$ cat src/rtl/uart_word_serializer.sv
// uart_word_serializer
// Byte-serializing front end for uart_tx. Wide correlator words enter through
// a valid/ready handshake into a small circular FIFO. Each word is sent as
// DATA_WIDTH/WORD_WIDTH characters, LSB character first, over the
// din/tx_start/tx_done interface of uart_tx.
//
// Optional feature: define UART_SERIALIZER_CHECKSUM_EN to append one extra
// character per word. That character is the XOR of all characters in the word.
module uart_word_serializer #(
  parameter int DATA_WIDTH = 32,
  parameter int WORD_WIDTH = 8,
  parameter int FIFO_DEPTH = 4
) (
  input  logic                  clk,
  input  logic                  rst,
  input  logic [DATA_WIDTH-1:0] in_data,
  input  logic                  in_valid,
  output logic                  in_ready,
  output logic [WORD_WIDTH-1:0] din,
  output logic                  tx_start,
  input  logic                  tx_done,
  output logic                  busy
);

  // Characters per word, character index width, FIFO address width.
  localparam int N  = DATA_WIDTH / WORD_WIDTH;
  localparam int IW = (N > 1) ? $clog2(N) : 1;
  localparam int AW = $clog2(FIFO_DEPTH);

  localparam logic [IW-1:0] LAST_IDX = IW'(N - 1);

  typedef enum logic [1:0] {
    S_IDLE = 2'd0,
    S_SEND = 2'd1
`ifdef UART_SERIALIZER_CHECKSUM_EN
    , S_CSUM = 2'd2
`endif
  } state_t;

  // ---------------------------------------------------------------------------
  // Input FIFO
  // The pointers are one bit wider than the address. Equal pointers mean the
  // FIFO is empty. Equal addresses with different wrap bits mean it is full.
  // ---------------------------------------------------------------------------
  logic [DATA_WIDTH-1:0] r_mem [FIFO_DEPTH];
  logic [AW:0]           r_wr_ptr;
  logic [AW:0]           r_rd_ptr;
  logic                  w_full;
  logic                  w_empty;
  logic                  w_push;
  logic                  w_pop;
  logic [DATA_WIDTH-1:0] w_head;

  assign w_empty = (r_wr_ptr == r_rd_ptr);
  assign w_full  = (r_wr_ptr[AW] != r_rd_ptr[AW]) &&
                   (r_wr_ptr[AW-1:0] == r_rd_ptr[AW-1:0]);
  assign w_push  = in_valid && !w_full;
  assign w_head  = r_mem[r_rd_ptr[AW-1:0]];

  // Store accepted words.
  // NOTE: the storage array has no reset. The empty flag comes from the
  // pointers, so stale contents are never read, and a resettable array would
  // prevent mapping onto plain RAM.
  always_ff @(posedge clk) begin
    if (w_push) begin
      r_mem[r_wr_ptr[AW-1:0]] <= in_data;
    end
  end

  // Advance the write/read pointers. Both may move in the same cycle.
  // NOTE: state registers use non-blocking assignments only. Each register
  // then takes the value computed from the pre-edge state, whatever order
  // the processes run in.
  always_ff @(posedge clk or posedge rst) begin
    if (rst) begin
      r_wr_ptr <= '0;
      r_rd_ptr <= '0;
    end else begin
      if (w_push) r_wr_ptr <= r_wr_ptr + 1'b1;
      if (w_pop)  r_rd_ptr <= r_rd_ptr + 1'b1;
    end
  end

  // ---------------------------------------------------------------------------
  // tx_done rising-edge detection. Only the first clock of a multi-cycle pulse
  // counts as a completion.
  // ---------------------------------------------------------------------------
  logic r_tx_done_q;
  logic w_done_rise;

  assign w_done_rise = tx_done && !r_tx_done_q;

  // Register tx_done for the edge detector.
  always_ff @(posedge clk or posedge rst) begin
    if (rst) r_tx_done_q <= 1'b0;
    else     r_tx_done_q <= tx_done;
  end

`ifdef UART_SERIALIZER_CHECKSUM_EN
  // XOR of every character of a word.
  function automatic logic [WORD_WIDTH-1:0] f_xor_chars(
    input logic [DATA_WIDTH-1:0] word
  );
    logic [WORD_WIDTH-1:0] acc;
    acc = '0;
    for (int i = 0; i < N; i++) begin
      acc ^= word[i*WORD_WIDTH +: WORD_WIDTH];
    end
    return acc;
  endfunction
`endif

  // ---------------------------------------------------------------------------
  // Control FSM
  // ---------------------------------------------------------------------------
  state_t        r_state;
  state_t        w_state_next;
  logic          w_advance;
  logic [IW-1:0] r_idx;
`ifdef UART_SERIALIZER_CHECKSUM_EN
  logic                  w_load_csum;
  logic [WORD_WIDTH-1:0] r_csum;
`endif

  // State register.
  always_ff @(posedge clk or posedge rst) begin
    if (rst) r_state <= S_IDLE;
    else     r_state <= w_state_next;
  end

  // Next-state logic and datapath strobes.
  // NOTE: every signal gets a default before the case statement. A path that
  // leaves a signal unassigned would otherwise infer a latch.
  always_comb begin
    w_state_next = r_state;
    w_pop        = 1'b0;
    w_advance    = 1'b0;
`ifdef UART_SERIALIZER_CHECKSUM_EN
    w_load_csum  = 1'b0;
`endif
    case (r_state)
      S_IDLE: begin
        if (!w_empty) begin
          w_pop        = 1'b1;
          w_state_next = S_SEND;
        end
      end
      S_SEND: begin
        if (w_done_rise) begin
          if (r_idx != LAST_IDX) begin
            w_advance = 1'b1;
          end else begin
`ifdef UART_SERIALIZER_CHECKSUM_EN
            w_load_csum  = 1'b1;
            w_state_next = S_CSUM;
`else
            w_state_next = S_IDLE;
`endif
          end
        end
      end
`ifdef UART_SERIALIZER_CHECKSUM_EN
      S_CSUM: begin
        if (w_done_rise) w_state_next = S_IDLE;
      end
`endif
      default: w_state_next = S_IDLE;
    endcase
  end

  // ---------------------------------------------------------------------------
  // Character shift register. The low character is always the one on din, so
  // din changes only on a pop, an advance, or a checksum load.
  // ---------------------------------------------------------------------------
  logic [DATA_WIDTH-1:0] r_shift;

  // Load, shift or replace the outgoing character.
  always_ff @(posedge clk or posedge rst) begin
    if (rst) begin
      r_shift <= '0;
      r_idx   <= '0;
    end else if (w_pop) begin
      r_shift <= w_head;
      r_idx   <= '0;
    end else if (w_advance) begin
      r_shift <= r_shift >> WORD_WIDTH;
      r_idx   <= r_idx + 1'b1;
`ifdef UART_SERIALIZER_CHECKSUM_EN
    end else if (w_load_csum) begin
      r_shift <= DATA_WIDTH'(r_csum);
`endif
    end
  end

`ifdef UART_SERIALIZER_CHECKSUM_EN
  // Capture the checksum of the popped word while it is still at the FIFO head.
  always_ff @(posedge clk or posedge rst) begin
    if (rst)        r_csum <= '0;
    else if (w_pop) r_csum <= f_xor_chars(w_head);
  end
`endif

  // ---------------------------------------------------------------------------
  // Outputs
  // ---------------------------------------------------------------------------
  assign in_ready = !w_full;
  assign din      = r_shift[WORD_WIDTH-1:0];
  assign tx_start = (r_state != S_IDLE);
  assign busy     = !w_empty || (r_state != S_IDLE);

endmodule

$ cat config.mk
export PLATFORM = sky130hd
export DESIGN_NAME = uart_word_serializer
export DESIGN_NICKNAME = d
export VERILOG_FILES = /design/src/rtl/uart_word_serializer.sv
export SDC_FILE = /design/constraint.sdc
export NUM_CORES = 1
export LEC_CHECK = 0
export CORE_ASPECT_RATIO = 2
export CORE_MARGIN = 2
export CORE_UTILIZATION = 60
export CTS_CLUSTER_DIAMETER = 200
export DETAILED_ROUTE_END_ITERATION = 8
export GPL_TIMING_DRIVEN = 0
export MAX_ROUTING_LAYER = met4
export PLACE_DENSITY_LB_ADDON = 0.15
export SLEW_MARGIN = 10
export SYNTH_ARGS = -nofsm -noshare
export SYNTH_HDL_FRONTEND = slang
export SYNTH_SLANG_ARGS = --single-unit
$ cat constraint.sdc
create_clock -name clk -period 6.75 [get_ports clk]
set_clock_uncertainty 0.1 [all_clocks]
set_input_delay 1.35 -clock clk [delete_from_list [all_inputs] [get_ports clk]]
set_output_delay 1.35 -clock clk [all_outputs]
set_load 0.02 [all_outputs]
==> impl_metrics.csv <==
group,metric,value,unit
floorplan,die_x,79.3,µm
pwr,clockPowerShare,27.9,%
floorplan,die_area,12200,µm²
clocking,clockRootBuffer,"clkbuf_16",
logic_synthesis,netlist_area,6800,µm²
clocking,ctsHoldBuffers,0,
clocking,postCtsSetupBuffers,0,
global_routing,grt_usage,21.4,%
placement,place_congestion,0.706,
global_routing,grt_pass1_wl,18500,µm
routing,vias_per_cell,5.74,
routing,drt_first_pass_iters,5,
pwr,seq_power_share,43.1,%
timing,setup_viol,0,
timing,post-route-period-util,55.0,%
timing,tightestPinTransition,0.661,ns
routing,wl_met1,4490,µm
timing,rsz0062_at_grt,"false",
pwr,p_sw_share,27.6,%
global_routing,grt_max_degree,33,
outcome,status,"finished, final reports clean",
cells_and_area,antenna_cells,0,
routing,first_iter_violations,183,
logic_synthesis,ys.flop_type,"edfxtp_1",
clocking,cts-buffers-inserted,17,
global_routing,antenna_found_initial,0,
pwr,p_switching,0.972,mW
pwr,p_leak,2.99,nW
logic_synthesis,syn_inst,326,
logic_synthesis,yosys_register_bits,170,
routing,top_layer_used,"met4",
logic_synthesis,ys_async_sr_fraction,24.7,%
routing,vias,3163,
floorplan,core_area,11100,µm²
setup_path,setup.worst_path.end_class,"output pin",
clocking,cts_tree,"yes",
logic_synthesis,ys_warn_count,0,
global_routing,grt_pass1_vias,3447,
cells_and_area,drive_gt1_share,36.7,%
clocking,cts.clk_slew.worst_paths,0.06,ns
cells_and_area,nets,438,
routing,wl_per_cell,20.8,µm
setup_path,worstSetupPathType,"flip-flop to output pin",
pwr,powerDensity,432,nW/µm²
setup_path,critPathMaxFanout,7,
setup_path,startpoint_type,"flip-flop",
routing,ant_nets,0,
pwr,ir_drop,0.000290,V
worst_hold_path,hp-class,"flip-flop to flip-flop",
clocking,post_cts_resized,0,
global_routing,gr-total-overflow,0,
routing,dr_wl_met3,370,µm
setup_path,worst_ep_required_time,5.30,ns
logic_synthesis,synth_area_per_cell,20.8,µm²
run,cap_violations,0,
timing,hold_viol_final,0,
routing,drc,0,
clocking,clock_path_buffers,2,
logic_synthesis,synth.distinct_cells,26,
cells_and_area,area_delta_synth_final,19.9,%
logic_synthesis,synth-edff-count,128,
floorplan,die_height,155,µm
pwr,pwr-share-comb,29.0,%
placement,numPortBuffers,46,
clocking,htree_levels,4,
setup_path,arrival,2.26,ns
placement,dp_hpwl,7500,µm
floorplan,rows,55,
pwr,p_int,2.55,mW
floorplan,ios,47,
timing,relSlewSlack,55.9,%
floorplan,start_util,61.0,%
timing,maxSlewViolCount,0,
logic_synthesis,synth_nets,368,
clocking,insertion_delay,0.41,ns
timing,fin_crit,3.71,ns
routing,drt_wl_total,11500,µm
timing,fmax,0.269,GHz
timing,hold_slack,0.436,ns
logic_synthesis,ys_seq_area_share,72.0,%
clocking,clock-sinks,170,
routing,wl_met2,6360,µm
timing,setup_tns,0,ns
==> routing by layer <==
layer	up-vias	global-route usage (%)
li1	1423	-
met1	1654	26.1
met2	70	35.3
met3	16	3.62
met4	0	9.11
met5	-	-
==> path summary, 6_finish.rpt <==
check / depth (start not counted) / endpoint / startpoint / slack, ns
worst min-delay path: 1 / r_wr_ptr[2] / r_wr_ptr[2] / 0.44
worst min register to register: 1 / r_wr_ptr[2] / r_wr_ptr[2] / 0.44
worst max-delay path: 4 / busy / r_rd_ptr[0] / 3.04
max in group asynchronous: 3 / r_tx_done_q / rst / 5.00
min in group asynchronous: 2 / r_shift[7] / rst / 1.09
worst max register to register: 5 / r_mem[0][6] / r_rd_ptr[0] / 4.35
==> cells in the mapped netlist, types with 3 or more instances <==
cell / instances / area (µm²)
edfxtp_1: 128 / 3840
xnor2_1: 4 / 35.0
buf_2: 6 / 30.0
inv_1: 4 / 15.0
buf_4: 9 / 67.6
and2_1: 5 / 31.3
mux2_1: 3 / 33.8
dfrtp_1: 42 / 1050
mux2_2: 56 / 631
buf_6: 4 / 45.0
nor2b_1: 8 / 50.1
xor2_1: 4 / 35.0
ha_1: 6 / 75.1
clkbuf_1: 4 / 15.0
mux4_2: 32 / 721
==> critical path, cell delays in order (launching register included) <==
cell             delay (ns)
dfrtp_1                0.39
buf_4                  0.19
xor2_1                 0.46
or4_1                  0.22
clkdlybuf4s50_1        0.61
==> placed cells by master, fill, tap and decap left out, types with 2 or more instances in the layout <==
master             n
mux2_1             3
nor2b_1            8
xnor2_1            4
bufinv_16          3
buf_2              6
buf_6              4
inv_1              3
buf_4              9
mux2_2            56
clkinv_4           2
and2_1             2
clkbuf_1           6
clkbuf_16         17
dfrtp_1           42
xor2_1             4
mux4_2            32
clkdlybuf4s50_1   46
edfxtp_1         128
inv_6              4
ha_1               6
and2_2             3
buf_12             5
clkinvlp_4         3
==> sequential cells by signal (all words and copies together), names as in the netlist <==
register,count
r_idx,2
r_mem,128
r_rd_ptr,3
r_shift,32
r_state,1
r_tx_done_q,1
r_wr_ptr,3
==> power groups by stage <==
stage / registers (mW) / clock network [mW] / logic [mW]
3_5_place_dp: 1.54 / 0 / 1.03
5_1_grt: 1.54 / 1.04 / 1.10
2_1_floorplan: 1.50 / 0 / 0.738
4_1_cts: 1.52 / 1.00 / 1.04
6_report: 1.52 / 0.983 / 1.02
3_3_place_gp: 1.53 / 0 / 0.967
==> kinds of logic after synthesis <==
family	Yosys count	share of synthesized area [%]
DFF	170	72.0
muxes	91	20.4
buffers and inverters	27	2.54
and+or+nand+nor	18	1.69
xor gates and xnor gates	9	1.44
adders and majority gates	6	1.10
AOI/OAI and AO/OA	5	0.829
==> area by class of cell <==
| class | instances | area, µm² |
|---|---|---|
| plain buffers | 23 | 158 |
| fillers | 677 | 3000 |
| clock inverters | 12 | 165 |
| inverters | 4 | 15.0 |
| multi-input cells | 129 | 1730 |
| flip-flops and latches | 170 | 4890 |
| well taps | 142 | 178 |
| clock buffers | 20 | 447 |
| repair buffers | 51 | 561 |
==> metrics by stage <==
step / cells / instance area [µm²] / total power [mW] / util, % / setup slack, ns
2_1_floorplan: 326 / 6800 / 2.24 / - / 3.89
3_3_place_gp: 514 / 7430 / 2.50 / 66.7 / 2.79
3_5_place_dp: 519 / 7540 / 2.57 / 67.6 / 3.32
4_1_cts: 551 / 8150 / 3.56 / 73.1 / 3.02
5_1_grt: 551 / 8150 / 3.69 / 73.1 / 2.91
6_report: 551 / 8150 / 3.52 / 73.1 / 3.04
(Power assumes the default switching activity.)
